File: config.mk
export PLATFORM = sky130hd
export DESIGN_NAME = multicycle_control_fsm
export DESIGN_NICKNAME = d
export VERILOG_FILES = /design/src/rtl/multicycle_control_fsm.sv
export SDC_FILE = /design/constraint.sdc
export NUM_CORES = 1
export LEC_CHECK = 0
export CORE_ASPECT_RATIO = 1.1
export CORE_MARGIN = 1.5
export CORE_UTILIZATION = 52
export CTS_CLUSTER_SIZE = 24
export DETAILED_ROUTE_END_ITERATION = 8
export PLACE_DENSITY_LB_ADDON = 0.12
export SYNTH_ARGS = -nofsm -noshare
export SYNTH_HDL_FRONTEND = slang
export SYNTH_SLANG_ARGS = --single-unit
File: constraint.sdc
create_clock -name clk -period 4.7 [get_ports clk]
set_input_delay 1.175 -clock clk [delete_from_list [all_inputs] [get_ports clk]]
set_output_delay 1.175 -clock clk [all_outputs]
set_load 0.05 [all_outputs]
File: src/rtl/multicycle_control_fsm.sv
// Moore control sequencer for a multicycle MIPS datapath with a shared memory.
// It waits on the MemReady handshake with a timeout and flags opcodes it cannot execute.
module multicycle_control_fsm #(
    parameter int TIMEOUT_CYCLES = 15
) (
    input  logic       clk,
    input  logic       reset,
    input  logic [5:0] Opcode,
    input  logic       MemReady,
    output logic       PCWrite,
    output logic       BranchEQ,
    output logic       BranchNE,
    output logic       IorD,
    output logic       MemRead,
    output logic       MemWrite,
    output logic       IRWrite,
    output logic       MemtoReg,
    output logic       RegDst,
    output logic       RegWrite,
    output logic       ALUSrcA,
    output logic [1:0] ALUSrcB,
    output logic [1:0] PCSource,
    output logic [2:0] ALUOp,
    output logic       IllegalOp,
    output logic       BusError,
    output logic [3:0] State
);

    typedef enum logic [3:0] {
        FETCH  = 4'd0,
        DECODE = 4'd1,
        MEMADR = 4'd2,
        MEMRD  = 4'd3,
        MEMWB  = 4'd4,
        MEMWR  = 4'd5,
        RTYPE  = 4'd6,
        RWB    = 4'd7,
        BRANCH = 4'd8,
        JUMP   = 4'd9,
        IMM    = 4'd10,
        IWB    = 4'd11
    } state_t;

    localparam logic [5:0] OP_RTYPE = 6'h00;
    localparam logic [5:0] OP_J     = 6'h02;
    localparam logic [5:0] OP_BEQ   = 6'h04;
    localparam logic [5:0] OP_BNE   = 6'h05;
    localparam logic [5:0] OP_ADDI  = 6'h08;
    localparam logic [5:0] OP_ORI   = 6'h0D;
    localparam logic [5:0] OP_LW    = 6'h23;
    localparam logic [5:0] OP_SW    = 6'h2B;

    localparam logic [7:0] WAIT_LIMIT = 8'(TIMEOUT_CYCLES - 1);

    state_t     state;
    state_t     nextState;
    logic [7:0] waitCount;
    logic       memState;
    logic       timeout;
    logic       illegalDecode;

    assign State    = state;
    assign memState = (state == FETCH) || (state == MEMRD) || (state == MEMWR);
    assign timeout  = memState && !MemReady && (waitCount == WAIT_LIMIT);

    always_ff @(posedge clk) begin
        if (reset) begin
            state     <= FETCH;
            IllegalOp <= 1'b0;
            BusError  <= 1'b0;
        end else begin
            state     <= nextState;
            IllegalOp <= illegalDecode;
            BusError  <= timeout;
        end
    end

    // The counter restarts whenever the state changes, so every memory state begins its wait at zero.
    always_ff @(posedge clk) begin
        if (reset) begin
            waitCount <= 8'd0;
        end else if (MemReady || timeout || (nextState != state)) begin
            waitCount <= 8'd0;
        end else if (memState) begin
            waitCount <= waitCount + 8'd1;
        end
    end

    always_comb begin
        nextState     = state;
        illegalDecode = 1'b0;
        PCWrite       = 1'b0;
        BranchEQ      = 1'b0;
        BranchNE      = 1'b0;
        IorD          = 1'b0;
        MemRead       = 1'b0;
        MemWrite      = 1'b0;
        IRWrite       = 1'b0;
        MemtoReg      = 1'b0;
        RegDst        = 1'b0;
        RegWrite      = 1'b0;
        ALUSrcA       = 1'b0;
        ALUSrcB       = 2'b00;
        PCSource      = 2'b00;
        ALUOp         = 3'b000;

        case (state)
            FETCH: begin
                MemRead = 1'b1;
                ALUSrcB = 2'b01;
                if (MemReady) begin
                    IRWrite   = 1'b1;
                    PCWrite   = 1'b1;
                    nextState = DECODE;
                end
            end
            DECODE: begin
                ALUSrcB = 2'b11;
                case (Opcode)
                    OP_LW, OP_SW:     nextState = MEMADR;
                    OP_RTYPE:         nextState = RTYPE;
                    OP_BEQ, OP_BNE:   nextState = BRANCH;
                    OP_J:             nextState = JUMP;
                    OP_ADDI, OP_ORI:  nextState = IMM;
                    default: begin
                        illegalDecode = 1'b1;
                        nextState     = FETCH;
                    end
                endcase
            end
            MEMADR: begin
                ALUSrcA   = 1'b1;
                ALUSrcB   = 2'b10;
                nextState = (Opcode == OP_LW) ? MEMRD : MEMWR;
            end
            MEMRD: begin
                MemRead = 1'b1;
                IorD    = 1'b1;
                if (MemReady) begin
                    nextState = MEMWB;
                end else if (timeout) begin
                    nextState = FETCH;
                end
            end
            MEMWB: begin
                RegWrite  = 1'b1;
                MemtoReg  = 1'b1;
                nextState = FETCH;
            end
            MEMWR: begin
                MemWrite = 1'b1;
                IorD     = 1'b1;
                if (MemReady || timeout) begin
                    nextState = FETCH;
                end
            end
            RTYPE: begin
                ALUSrcA   = 1'b1;
                ALUOp     = 3'b010;
                nextState = RWB;
            end
            RWB: begin
                RegWrite  = 1'b1;
                RegDst    = 1'b1;
                nextState = FETCH;
            end
            BRANCH: begin
                ALUSrcA   = 1'b1;
                ALUOp     = 3'b001;
                PCSource  = 2'b01;
                BranchEQ  = (Opcode == OP_BEQ);
                BranchNE  = (Opcode == OP_BNE);
                nextState = FETCH;
            end
            JUMP: begin
                PCWrite   = 1'b1;
                PCSource  = 2'b10;
                nextState = FETCH;
            end
            IMM: begin
                ALUSrcA   = 1'b1;
                ALUSrcB   = 2'b10;
                ALUOp     = (Opcode == OP_ORI) ? 3'b011 : 3'b000;
                nextState = IWB;
            end
            IWB: begin
                RegWrite  = 1'b1;
                nextState = FETCH;
            end
            default: nextState = FETCH;
        endcase

        // A reset cycle must never commit architectural state, whatever state it interrupts.
        if (reset) begin
            nextState     = FETCH;
            illegalDecode = 1'b0;
            PCWrite       = 1'b0;
            IRWrite       = 1'b0;
            RegWrite      = 1'b0;
            MemWrite      = 1'b0;
            BranchEQ      = 1'b0;
            BranchNE      = 1'b0;
        end
    end

endmodule

==> out/metrics.cfg <==
[route]
drc = 0
routed_wl_um = 3010
via_per_inst = 6.05
first_pass_iters = 4
vias = 1295
drtIter0Drc = 45
detail-route-antenna-nets = 0
drt-wirelength-per-cell_um = 14.1

[logic_synthesis]
synth.distinct_cells = 52
synth_top_area_frac = 0.222
synth_commonest_cells = nor2_1, nor3_1, dfxtp_1, a21oi_1, nand2_1
synth_seq_area_share = 0.222
synth_fp_nets = 174
synth_area_leaders = dfxtp_1, nor3_1, nor2_1
async_flop_share = 0
synth_top_area_cell = dfxtp_1
synth_seq_cells = 14
syn_area_per_cell_um2 = 7.73
syn_inst = 163
yosysMostFrequentCell = nor2_1
synth-warning-count = 0
syn_area_um2 = 1260
synth-main-ff-cell = dfxtp_1
synth_edf_count = 0

[layout]
regArea_um2 = 280
drive_above_1_share = 0.125
nets = 197
diodes = 0
synthToLayoutAreaGrowth_pct = 21.9
multi_input_area_um2 = 876
num-fill-cells = 206

[setup_path]
start_kind = primary input
reg2regPathDepth = 5
critPathMaxStageDelay_ns = 0.85
end_kind = output port
crit_path_cell_trace = clkdlybuf4s50_1 > nor3b_1 > a21oi_1 > nor4_1 > clkdlybuf4s50_1
worstPathMaxFanout = 6
r2r_setup_slack_ns = 2.39
reg2reg_from = State[1]$_SDFF_PP0_
cp_slowest_cell = clkdlybuf4s50_1
worstPathArrival_ns = 3.10
cp-endpoint = PCWrite
crit_required_ns = 3.52
r2r_end = waitCount[6]$_SDFFE_PP0N_
crit_start = MemReady
critical_path_class = primary input to output port
worst_path_most_repeated_cell = clkdlybuf4s50_1

[run_status]
outcome = complete, no violations

[global_routing]
grt_max_degree = 26
grt_overflow = 0
track_usage = 0.241
grt_pass1_vias = 1063
grt_pass1_wl_um = 5050
antenna_found_initial = 0

[clock_tree]
cts_tree = built
clkLatencyLatePin_ns = 0.28
ctsResizeCount = 0
cts_made_buffers = 3
clkTransAtPathRegs_ns = 0.09
htreeDepth = 1
cts_setup_buffers = 0
clock-sinks = 14
cts.path.max_buffers = 2
postCtsHoldBufs = 0
root_buffer = clkbuf_4

[pwr]
ir_worst_vdd_v = 0.000226
powerDensity_nw_per_um2 = 173
leakagePower_nw = 0.527

[timing]
tns_ns = 0
whs_ns = 0.561
worstMarginPinSlew_ns = 0.808
slew_violations = 0
setup-violations-final = 0
fin_skew_ns = 0.00785
max_freq_ghz = 0.234
fin_crit_sh = 0.910
period_needed_ns = 4.28
slew_headroom = 0.460
finalHoldViolCount = 0
rsz0062_at_grt = no

[floorplanning]
die-area_um2 = 2730
rows = 18
initial_core_util = 0.554
die-width_um = 49.9
die_h_um = 54.6
boundaryPins = 33
core-area_um2 = 2270

[hold_path]
min_path_type = flop to flop

[placed_design]
hpwl_um = 2200
port_buffers = 31
place_congestion = 0.828

[run]
cap_violations = 0

## state kept, by name (all words and copies together), names as in the netlist
name / flops
IllegalOp: 1
BusError: 1
State: 4
waitCount: 8
## critical path, delay by kind of cell
family                 cells  cell delay, ns
buffers and inverters      2            1.44
and+or+nand+nor            2            0.42
AOI/OAI and AO/OA          1            0.06
## cell usage in the layout, fill, tap and decap left out, drive strengths merged, types with 5 or more instances in the layout
cell type	n
clkdlybuf4s50	26
nor2	20
nor3	19
dfxtp	14
a21oi	12
nand2	9
nand2b	7
buf	6
xor2	5
nand3	5
## worst min-delay path by stage
| stage | startpoint | endpoint | slack [ns] | cells after the start |
|---|---|---|---|---|
| 2_1_floorplan | waitCount[3]$_SDFFE_PP0N_ | waitCount[3]$_SDFFE_PP0N_ | 0.51 | 2 |
| 3_3_place_gp | waitCount[3]$_SDFFE_PP0N_ | waitCount[3]$_SDFFE_PP0N_ | 0.53 | 2 |
| 3_5_place_dp | waitCount[2]$_SDFFE_PP0N_ | waitCount[2]$_SDFFE_PP0N_ | 0.55 | 2 |
| 4_1_cts | waitCount[3]$_SDFFE_PP0N_ | waitCount[3]$_SDFFE_PP0N_ | 0.57 | 2 |
| 5_1_grt | waitCount[3]$_SDFFE_PP0N_ | waitCount[3]$_SDFFE_PP0N_ | 0.59 | 2 |
| 6_report | waitCount[3]$_SDFFE_PP0N_ | waitCount[3]$_SDFFE_PP0N_ | 0.56 | 2 |
## area by class of cell
| type | count | share of cell area |
|---|---|---|
| tap | 30 | 0.0244 |
| inverter | 4 | 0.00977 |
| timing repair buffer | 32 | 0.199 |
| sequential | 14 | 0.182 |
| multi-input combinational | 131 | 0.570 |
| clock buffer | 3 | 0.0147 |
## power by group
group	total, mW	switching (mW)	leakage (nW)	internal [mW]
Combinational	0.0704	0.0430	0.400	0.0274
Sequential	0.126	0.00519	0.113	0.120
Clock	0.0695	0.0398	0.0138	0.0297
## logic make-up after synthesis
family                     after synthesis  share of synthesized area
and+or+nand+nor                         85                      0.388
AOI/OAI and AO/OA                       32                      0.199
buffers and inverters                   18                     0.0824
DFF                                     14                      0.222
xor gates and xnor gates                 9                     0.0685
adders and majority gates                2                     0.0199
muxes                                    2                     0.0169
other                                    1                    0.00298
## stage by stage
stage                     std cells  setup WS (ns)   util  power (mW)  area, um^2
after floorplan                 163          0.517      -       0.179        1260
after global placement          211          0.415  0.666       0.197        1510
after detailed placement        211          0.453  0.666       0.198        1510
after CTS                       214          0.420  0.675       0.265        1540
after global routing            214          0.328  0.675       0.276        1540
final                           214          0.422  0.675       0.265        1540
## routing by layer
| metal | track usage | up-vias | part of all wire |
|---|---|---|---|
| met4 | 0.0185 | 0 | 0 |
| met5 | 0 | - | 0 |
| met2 | 0.393 | 43 | 0.48 |
| met3 | 0.0628 | 0 | 0.061 |
| met1 | 0.334 | 615 | 0.46 |
| li1 | - | 637 | - |
Note: power is estimated with default switching activity, not from simulation.
